===== src/rtl/md_pkg.sv =====
// Shared encodings for the iterative multiply/divide unit: operation codes,
// controller states and the default operand width.
package md_pkg;

  localparam int MD_WIDTH = 32;

  localparam logic [2:0] MD_MULT  = 3'b000;
  localparam logic [2:0] MD_MULTU = 3'b001;
  localparam logic [2:0] MD_DIV   = 3'b010;
  localparam logic [2:0] MD_DIVU  = 3'b011;
  localparam logic [2:0] MD_MTHI  = 3'b100;
  localparam logic [2:0] MD_MTLO  = 3'b101;

  typedef enum logic [1:0] {
    IDLE = 2'd0,
    CALC = 2'd1,
    FIX  = 2'd2
  } md_state_e;

endpackage


===== src/rtl/md_if.sv =====
// Request/response bundle between the execute-stage controller and md_unit.
interface md_if #(
  parameter int WIDTH = md_pkg::MD_WIDTH
);
  logic             start;
  logic [2:0]       md_ctl;
  logic [WIDTH-1:0] a;
  logic [WIDTH-1:0] b;
  logic             busy;
  logic             done;
  logic [WIDTH-1:0] hi;
  logic [WIDTH-1:0] lo;

  modport master (output start, md_ctl, a, b, input busy, done, hi, lo);
  modport slave  (input start, md_ctl, a, b, output busy, done, hi, lo);
endinterface


===== src/rtl/md_negate.sv =====
// Conditional two's-complement negate at the port width; used both for
// operand magnitudes and for the final sign correction.
module md_negate #(
  parameter int W = 32
) (
  input  logic         neg,
  input  logic [W-1:0] x,
  output logic [W-1:0] y
);
  assign y = neg ? (~x + W'(1)) : x;
endmodule


===== src/rtl/md_unit.sv =====
// Radix-2 iterative multiply/divide unit owning the HI/LO registers.
// One result bit per CALC cycle, then a single FIX cycle of sign correction.
module md_unit
  import md_pkg::*;
#(
  parameter int WIDTH = MD_WIDTH,
  parameter int ITER  = WIDTH
) (
  input logic clk,
  input logic rst_n,
  md_if.slave bus
);

  localparam int CNT_W = $clog2(ITER);
  localparam logic [CNT_W-1:0] CNT_LAST = CNT_W'(ITER - 1);

  md_state_e        state_q, state_d;
  logic [CNT_W-1:0] cnt_q, cnt_d;
  logic             is_div_q, is_div_d;
  logic             is_signed_q, is_signed_d;
  logic             sign_a_q, sign_a_d;
  logic             sign_b_q, sign_b_d;
  logic             b_zero_q, b_zero_d;
  logic             busy_q, busy_d;
  logic             done_q, done_d;
  logic [WIDTH:0]   acc_q, acc_d;
  logic [WIDTH-1:0] mq_q, mq_d;
  logic [WIDTH-1:0] bmag_q, bmag_d;
  logic [WIDTH-1:0] hi_q, hi_d;
  logic [WIDTH-1:0] lo_q, lo_d;

  logic               op_signed;
  logic [WIDTH-1:0]   mag_a, mag_b;
  logic [WIDTH:0]     mul_sum;
  logic [WIDTH:0]     div_shift;
  logic [WIDTH+1:0]   div_diff;
  logic               res_neg;
  logic [2*WIDTH-1:0] prod;
  logic [WIDTH-1:0]   quo, rem;

  assign op_signed = (bus.md_ctl == MD_MULT) || (bus.md_ctl == MD_DIV);

  md_negate #(.W(WIDTH)) u_neg_a (
    .neg (op_signed & bus.a[WIDTH-1]), .x (bus.a), .y (mag_a));
  md_negate #(.W(WIDTH)) u_neg_b (
    .neg (op_signed & bus.b[WIDTH-1]), .x (bus.b), .y (mag_b));

  // Multiply: {acc, mq} shifts right, multiplicand added when the LSB is set.
  assign mul_sum = acc_q + {1'b0, bmag_q};
  // Divide: remainder/quotient shift left, restore when the trial borrows.
  assign div_shift = {acc_q[WIDTH-1:0], mq_q[WIDTH-1]};
  assign div_diff  = {1'b0, div_shift} - {2'b00, bmag_q};

  assign res_neg = is_signed_q & (sign_a_q ^ sign_b_q);

  md_negate #(.W(2*WIDTH)) u_neg_prod (
    .neg (res_neg), .x ({acc_q[WIDTH-1:0], mq_q}), .y (prod));
  md_negate #(.W(WIDTH)) u_neg_quo (
    .neg (res_neg), .x (mq_q), .y (quo));
  // Remainder follows the dividend's sign.
  md_negate #(.W(WIDTH)) u_neg_rem (
    .neg (is_signed_q & sign_a_q), .x (acc_q[WIDTH-1:0]), .y (rem));

  always_comb begin
    state_d     = state_q;
    cnt_d       = cnt_q;
    is_div_d    = is_div_q;
    is_signed_d = is_signed_q;
    sign_a_d    = sign_a_q;
    sign_b_d    = sign_b_q;
    b_zero_d    = b_zero_q;
    busy_d      = busy_q;
    done_d      = 1'b0;
    acc_d       = acc_q;
    mq_d        = mq_q;
    bmag_d      = bmag_q;
    hi_d        = hi_q;
    lo_d        = lo_q;

    unique case (state_q)
      IDLE: begin
        if (bus.start) begin
          case (bus.md_ctl)
            MD_MULT, MD_MULTU, MD_DIV, MD_DIVU: begin
              is_div_d    = (bus.md_ctl == MD_DIV) || (bus.md_ctl == MD_DIVU);
              is_signed_d = op_signed;
              sign_a_d    = bus.a[WIDTH-1];
              sign_b_d    = bus.b[WIDTH-1];
              b_zero_d    = (bus.b == '0);
              acc_d       = '0;
              cnt_d       = '0;
              mq_d        = is_div_d ? mag_a : mag_b;
              bmag_d      = is_div_d ? mag_b : mag_a;
              busy_d      = 1'b1;
              state_d     = CALC;
            end
            MD_MTHI: begin
              hi_d   = bus.a;
              done_d = 1'b1;
            end
            MD_MTLO: begin
              lo_d   = bus.a;
              done_d = 1'b1;
            end
            default: ;
          endcase
        end
      end
      CALC: begin
        if (is_div_q) begin
          if (!div_diff[WIDTH+1]) begin
            acc_d = div_diff[WIDTH:0];
            mq_d  = {mq_q[WIDTH-2:0], 1'b1};
          end else begin
            acc_d = div_shift;
            mq_d  = {mq_q[WIDTH-2:0], 1'b0};
          end
        end else if (mq_q[0]) begin
          acc_d = {1'b0, mul_sum[WIDTH:1]};
          mq_d  = {mul_sum[0], mq_q[WIDTH-1:1]};
        end else begin
          acc_d = {1'b0, acc_q[WIDTH:1]};
          mq_d  = {acc_q[0], mq_q[WIDTH-1:1]};
        end
        cnt_d = cnt_q + CNT_W'(1);
        if (cnt_q == CNT_LAST) state_d = FIX;
      end
      FIX: begin
        if (is_div_q) begin
          // Divide by zero leaves the dividend in HI and all-ones in LO.
          lo_d = b_zero_q ? '1 : quo;
          hi_d = rem;
        end else begin
          {hi_d, lo_d} = prod;
        end
        busy_d  = 1'b0;
        done_d  = 1'b1;
        state_d = IDLE;
      end
      default: state_d = IDLE;
    endcase
  end

  always_ff @(posedge clk) begin
    if (!rst_n) begin
      state_q     <= IDLE;
      cnt_q       <= '0;
      is_div_q    <= 1'b0;
      is_signed_q <= 1'b0;
      sign_a_q    <= 1'b0;
      sign_b_q    <= 1'b0;
      b_zero_q    <= 1'b0;
      busy_q      <= 1'b0;
      done_q      <= 1'b0;
      acc_q       <= '0;
      mq_q        <= '0;
      bmag_q      <= '0;
      hi_q        <= '0;
      lo_q        <= '0;
    end else begin
      state_q     <= state_d;
      cnt_q       <= cnt_d;
      is_div_q    <= is_div_d;
      is_signed_q <= is_signed_d;
      sign_a_q    <= sign_a_d;
      sign_b_q    <= sign_b_d;
      b_zero_q    <= b_zero_d;
      busy_q      <= busy_d;
      done_q      <= done_d;
      acc_q       <= acc_d;
      mq_q        <= mq_d;
      bmag_q      <= bmag_d;
      hi_q        <= hi_d;
      lo_q        <= lo_d;
    end
  end

  assign bus.busy = busy_q;
  assign bus.done = done_q;
  assign bus.hi   = hi_q;
  assign bus.lo   = lo_q;

endmodule


===== src/flat_wrapper.sv =====
// flat-port wrapper written by rule: the top's interface ports become plain ports
module md_unit_flat import md_pkg::*;
#(
  parameter int WIDTH = MD_WIDTH,
  parameter int ITER  = WIDTH
)
  (clk, rst_n, bus_start, bus_md_ctl, bus_a, bus_b, bus_busy, bus_done, bus_hi, bus_lo);
  md_if #(.WIDTH(WIDTH)) bus_i ();
  input logic clk;
  input logic rst_n;
  input wire logic [$bits(bus_i.start)-1:0] bus_start;
  input wire logic [$bits(bus_i.md_ctl)-1:0] bus_md_ctl;
  input wire logic [$bits(bus_i.a)-1:0] bus_a;
  input wire logic [$bits(bus_i.b)-1:0] bus_b;
  output wire logic [$bits(bus_i.busy)-1:0] bus_busy;
  output wire logic [$bits(bus_i.done)-1:0] bus_done;
  output wire logic [$bits(bus_i.hi)-1:0] bus_hi;
  output wire logic [$bits(bus_i.lo)-1:0] bus_lo;
  assign bus_i.start = bus_start;
  assign bus_i.md_ctl = bus_md_ctl;
  assign bus_i.a = bus_a;
  assign bus_i.b = bus_b;
  assign bus_busy = bus_i.busy;
  assign bus_done = bus_i.done;
  assign bus_hi = bus_i.hi;
  assign bus_lo = bus_i.lo;
  md_unit #(.WIDTH(WIDTH), .ITER(ITER)) u_core (.clk(clk), .rst_n(rst_n), .bus(bus_i));
endmodule

===== config.mk =====
export PLATFORM = sky130hd
export DESIGN_NAME = md_unit_flat
export DESIGN_NICKNAME = d
export VERILOG_FILES = /design/src/rtl/md_pkg.sv /design/src/rtl/md_if.sv /design/src/rtl/md_negate.sv /design/src/rtl/md_unit.sv /design/src/flat_wrapper.sv
export SDC_FILE = /design/constraint.sdc
export NUM_CORES = 1
export LEC_CHECK = 0
export BUFFER_PORTS_ARGS = -buffer_cell sky130_fd_sc_hd__buf_2
export CORE_UTILIZATION = 35
export CTS_CLUSTER_DIAMETER = 50
export DETAILED_ROUTE_END_ITERATION = 16
export HOLD_SLACK_MARGIN = 0.08
export PLACE_DENSITY = 0.52
export SLEW_MARGIN = 20
export SYNTH_ARGS = -nofsm -noshare
export SYNTH_HDL_FRONTEND = slang
export SYNTH_HIERARCHICAL = 1
export SYNTH_SLANG_ARGS = --single-unit

===== constraint.sdc =====
create_clock -name clk -period 3.1 [get_ports clk]
set_input_delay 0.31 -clock clk [delete_from_list [all_inputs] [get_ports clk]]
set_output_delay 0.31 -clock clk [all_outputs]
set_load 0.005 [all_outputs]

# ---- After elaboration in Yosys (flattened, before gate mapping)
# Cells that the tools add are included.
dict set report word_totals {
  register_bits 175
  latch_bits 0
  ram_bits 0
  rom_bits 0
  inputBits 70
  output_inout_bits 66
  mem_count 0
}
dict set report classes {
  addsub 8
  mul 0
  div 0
  n_lt_le_gt_ge 0
  eq_ne 13
  shift 0
  n_mux 41
  bitwise 10
  reduce_logical 15
}
# operator n
set op_table {}
lappend op_table {{2-to-1 mux 32 bit} 18}
lappend op_table {{case mux 32 bit (2 select lines)} 3}
lappend op_table {{2-to-1 mux 33 bit} 4}
lappend op_table {{adder 32 x 1 -> 32 bit, second input constant} 4}
lappend op_table {{inverter 32 bit} 4}
lappend op_table {{case mux 33 bit (2 select lines)} 1}
lappend op_table {{adder 64 x 1 -> 64 bit, second input constant} 1}
lappend op_table {{2-to-1 mux 64 bit} 1}
lappend op_table {{inverter 64 bit} 1}
lappend op_table {{subtractor 33 x 32 -> 34 bit} 1}
lappend op_table {{adder 33 x 32 -> 33 bit} 1}
lappend op_table {{logical NOT 32 bit} 1}
lappend op_table {{AND reduction 3 bit} 6}
lappend op_table {{2-to-1 mux 5 bit} 2}
lappend op_table {{case mux 5 bit (2 select lines)} 1}
lappend op_table {{!= test 2 bit, second input constant} 4}
lappend op_table {{== test 3 x 2 -> 1 bit, second input constant} 2}
lappend op_table {{== test 3 bit, second input constant} 2}
lappend op_table {{2-to-1 mux 2 bit} 3}
lappend op_table {{adder 5 x 1 -> 5 bit, second input constant} 1}
lappend op_table {{== test 5 bit, second input constant} 1}
lappend op_table {{2-to-1 mux 1 bit} 5}
lappend op_table {{bitwise AND 1 bit} 4}
lappend op_table {{case mux 1 bit (2 select lines)} 2}
lappend op_table {{other kinds (12)} 14}

# ---- Depth between registers and ports, before layout
dict set report depth {
  ltp_word 8
  ltp_mapped 14
}

# ---- By module
# Netlist, hierarchy kept.
# module n_inst cells_each area_each_um2 seq_area_each_um2
set modules_own_cells {}
lappend modules_own_cells {md_unit 1 1736 12777.3 3503.4}
lappend modules_own_cells {{md_negate (u_core.u_neg_a ...)} 4 99 777.0 0.0}
lappend modules_own_cells {{md_negate (u_core.u_neg_prod)} 1 206 1649.1 0.0}

# ---- Least setup slack after synthesis
# OpenSTA, ideal clock, no wires.
dict set report synth_timing {
  path_kind {reg2reg}
  from {register u_core.mq_q[31]}
  to {register u_core.acc_q[28]}
  setup_ps 96
  arrival_time_ps 2829
  required_ps 3004
  setup_slack_ps 175
  stages_incl_launch_ff 14
  n_path_buf 0
  period_less_slack_ps 2925
  cell_sequence {dfxtp_1 -> inv_1 -> ha_1 -> inv_1 -> fa_1 -> a21o_2 -> a211oi_1 -> or4_4 -> a211oi_2 -> o31ai_2 -> a21oi_2 -> o21a_1 -> o211a_1 -> o41ai_2}
}
dict set report synth_via {
  elab_chain_cells 4
}
# item line_no
set synth_rtl {}
lappend synth_rtl {{start: declaration} md_unit.sv:27} ;# logic [WIDTH-1:0] mq_q, mq_d;
lappend synth_rtl {{start signal: assignment} md_unit.sv:171} ;# mq_q <= mq_d;
lappend synth_rtl {{subtractor 33 x 32 -> 34 bit} md_unit.sv:52} ;# assign div_diff = {1'b0, div_shift} - {2'b00, bmag_q};
lappend synth_rtl {{2-to-1 mux 33 bit} md_unit.sv:111} ;# if (!div_diff[WIDTH+1]) begin
lappend synth_rtl {{2-to-1 mux 33 bit} md_unit.sv:110} ;# if (is_div_q) begin
lappend synth_rtl {{case mux 33 bit (2 select lines)} md_unit.sv:80} ;# unique case (state_q)
lappend synth_rtl {{end signal: assignment} md_unit.sv:155} ;# acc_q <= '0;
lappend synth_rtl {{end signal: assignment} md_unit.sv:170} ;# acc_q <= acc_d;
lappend synth_rtl {{end: declaration} md_unit.sv:26} ;# logic [WIDTH:0] acc_q, acc_d;
# No other way between the ends.
# A chain may end at the register's enable or synchronous reset.

# ---- Worst setup path after layout
dict set report layout_timing {
  from {register u_core.acc_q[1]}
  to {register u_core.acc_q[30]}
}
dict set report layout_via {
  elab_chain_cells 4
}
# item line_no
set layout_rtl {}
lappend layout_rtl {{adder 33 x 32 -> 33 bit / subtractor 33 x 32 -> 34 bit (equally long branches)} {md_unit.sv:49, md_unit.sv:52}}
lappend layout_rtl {{2-to-1 mux 32 bit / 2-to-1 mux 33 bit (equally long branches)} {md_unit.sv:118, md_unit.sv:111}}
lappend layout_rtl {{2-to-1 mux 33 bit (*)} md_unit.sv:110}
lappend layout_rtl {{case mux 33 bit (2 select lines) (*)} md_unit.sv:80}
# Mark *: on every way between the ends. The rest lies on a longest branch, timed or not.

==> results.yml <==
outcome:
  outcome: "completed"
synthesis:
  synth_nets: 2481
  yosys.cell_types.count: 91
  synth-seq-cells: 175
  synth_warnings: 6
  synth_edf_count: 0
  synth-compound-area-share: 0.3056
  synth-simple-area-share: 0.2508
  muxShareOfSynthArea: 0.02519
  synth-xor-area-share: 0.1154
  ys.flop_type: "dfxtp_1"
  ys_seq_area_frac: 0.1998
  syn_area_per_cell_sq_um: 7.500
  synth-adder-area-share: 0.05295
  synth_cells: 2338
  async_flop_share: 0
  synth_top_family_by_area: "compound AO/OA/AOI/OAI gates"
  synthesis.area_sq_um: 17530
setup_path:
  critical_path.endpoint_type: "flip-flop"
  crit_required_ps: 3520
  critPathTopFamily: "compound AO/OA/AOI/OAI gates"
  slowest_stage: "or4_4"
  startpoint_type: "flip-flop"
  critPathMaxFanout: 4
  critical_path.max_stage_delay_ps: 600
  regToRegSetupSlack_ps: 80
  worstPathCellList: "buf_4, ha_1, a21o_4, a211oi_4, or4_4, nand2_4, a41oi_4, o41ai_4, xnor2_1, o2111a_1, a311oi_2"
  path_depth: 11
  crit_type: "reg -> reg"
  cp.buffers_inverters: 1
  cp_data_arrival_time_ps: 3440
  ff2ff_path_depth: 11
sta:
  fin_ws_ps: 81.32
  max_slew_margin: 0.3893
  drv_slew: 0
  rsz0062_at_grt: "true"
  max_freq_mhz: 331.3
  setup_viol: 0
  fin_setup_tns_ps: 0
  tightest_slew_ps: 916.0
  period_minus_slack_ps: 3019
  min_period_over_period: 0.9738
  finalHoldViolCount: 0
  whs_ps: 144.4
  timing.clock.skew_ps: 13.31
drt:
  wl_mm: 73.29
  via_per_inst: 5.938
  ant_nets: 0
  drc: 0
  wl_per_cell_microns: 22.72
  vias: 19160
  dr.pass1.iters: 7
  drt_iter0_markers: 1653
cts:
  cts.htree.levels: 4
  cts_num_sinks: 175
  clkLatencyLatePin_ps: 500
  cts_tree: "done"
  cts.root.buffer_cell: "clkbuf_16"
  cts.clk_slew.worst_paths_ps: 80
  cts_buffer_depth: 2
  cts_made_buffers: 17
power:
  p_int_mw: 4.668
  p_switching_mw: 3.006
  p_comb_frac: 0.385
  ir_worst_vdd_mv: 0.4954
  swShare: 0.3917
  p_clk_frac: 0.294
  power_mw: 7.674
  powerDensity_nw_per_um2: 365.9
  power.leakage_nw: 8.381
  pwr-share-seq: 0.321
worst_hold_path:
  hold_depth: 3
  hp-class: "in -> reg"
global_routing:
  grt_overflow: 0
  grt_pass1_wl_mm: 109.1
  grt_usage: 0.2853
  antenna_found_initial: 0
  grt_pass1_vias: 17980
  grt_max_degree: 97
floorplan:
  start_util: 0.3567
  io_pins: 136
  die_h_microns: 225.8
  die_area_sq_um: 51000
  core-area_sq_um: 49150
  die_x_microns: 225.8
  rows: 81
layout:
  final_cell_mix: "341 x nand2_1, 213 x xnor2_1, 200 x buf_4"
  synthToLayoutAreaGrowth_pct: 19.62
  fin_nets: 2691
  mostFrequentLayoutCell: "nand2_1"
  instances_no_fill: 3226
  drive_gt1_frac: 0.2187
run:
  maxCapViolations: 0
placed_design:
  dp_hpwl_mm: 57.36
  io_buffers: 135
  pre_cts_ws_ps: -269.4
  routabilityCongestion: 0.9356
  dp.cells: 3182
==> cells in the mapped netlist, drive strengths merged (52+ instances only) <==
cell | instances | area, sq um
dfxtp | 175 | 3503
clkbuf | 117 | 439.2
o31ai | 66 | 530.5
a311oi | 98 | 864.6
ha | 71 | 888.4
a21oi | 191 | 963.4
inv | 67 | 251.5
nand2 | 343 | 1290
xnor2 | 213 | 1866
nor2 | 197 | 742.0
a211oi | 52 | 395.4
o21ai | 111 | 563.0
==> repair_timing <==
action                                  in CTS  in global routing
buffers inserted                             0                  9
hold buffers                                 2                  0
pin swaps                                    2                 20
endpoints found under the setup margin       7                 35
resized for setup                            5                 51
hold endpoints to repair                     2                  0
==> worst paths after layout <==
path                          start                 to
setup / recovery    u_core/acc_q[1]   u_core/acc_q[30]
hold reg to reg   u_core/bus.hi[24]  u_core/bus.hi[24]
setup reg to reg    u_core/acc_q[1]   u_core/acc_q[30]
hold / removal            bus_b[31]    u_core/sign_b_q
==> stage by stage <==
step | utilization | area (sq um)
floorplan | - | 17530
global placement | 0.4082 | 20070
detailed placement | 0.4082 | 20070
CTS | 0.4212 | 20700
global route | 0.4267 | 20970
finish | 0.4267 | 20970
==> cell families after synthesis <==
| group | after synthesis |
|---|---|
| AOI/OAI and AO/OA | 739 |
| muxes | 40 |
| buffers and inverters | 222 |
| xor gates and xnor gates | 231 |
| adders and majority gates | 73 |
| and+or+nand+nor | 858 |
| DFF | 175 |
==> sequential cells by signal, indices dropped and copies added (netlist names) <==
name,flops
u_core/acc_q,33
u_core/bus.hi,32
u_core/state_q,2
u_core/bus.done,1
u_core/is_signed_q,1
u_core/is_div_q,1
u_core/sign_b_q,1
u_core/bus.busy,1
u_core/cnt_q,5
u_core/bmag_q,32
u_core/mq_q,32
u_core/bus.lo,32
u_core/sign_a_q,1
u_core/b_zero_q,1
==> power groups by stage <==
stage	clock (mW)	sequential (mW)	combinational, mW
after floorplan	0	2.55	1.69
after global placement	0	2.51	2.79
after detailed placement	0	2.51	2.80
after CTS	2.32	2.46	2.83
after global routing	2.41	2.47	3.16
final	2.26	2.46	2.96
==> worst reg2reg max path, delay by kind of cell (launching register included) <==
family | cells | cell delay [ps]
AOI/OAI and AO/OA | 6 | 1230
xor gates and xnor gates | 1 | 110
and+or+nand+nor | 2 | 740
buffers and inverters | 1 | 150
DFF | 1 | 330
adders and majority gates | 1 | 390
==> metal layers <==
metal  part of all wire  vias up  global-route usage
met5                  0        -                   0
met4              0.030        0              0.1034
met3              0.065      106             0.05230
met2               0.47      692              0.4733
met1               0.43     9291              0.3662
li1                   -     9067                   -
==> layout make-up <==
| class | instances | area (sq um) |
|---|---|---|
| Fill cell | 5118 | 28180 |
| Multi-Input combinational cell | 1941 | 13410 |
| Sequential cell | 175 | 3531 |
| Timing Repair Buffer | 346 | 2369 |
| Tap cell | 664 | 830.8 |
| Clock buffer | 19 | 442.9 |
| Inverter | 67 | 254.0 |
| Clock inverter | 13 | 138.9 |
| Antenna cell | 1 | 2.502 |
Note: power is estimated with default switching activity, not from simulation.
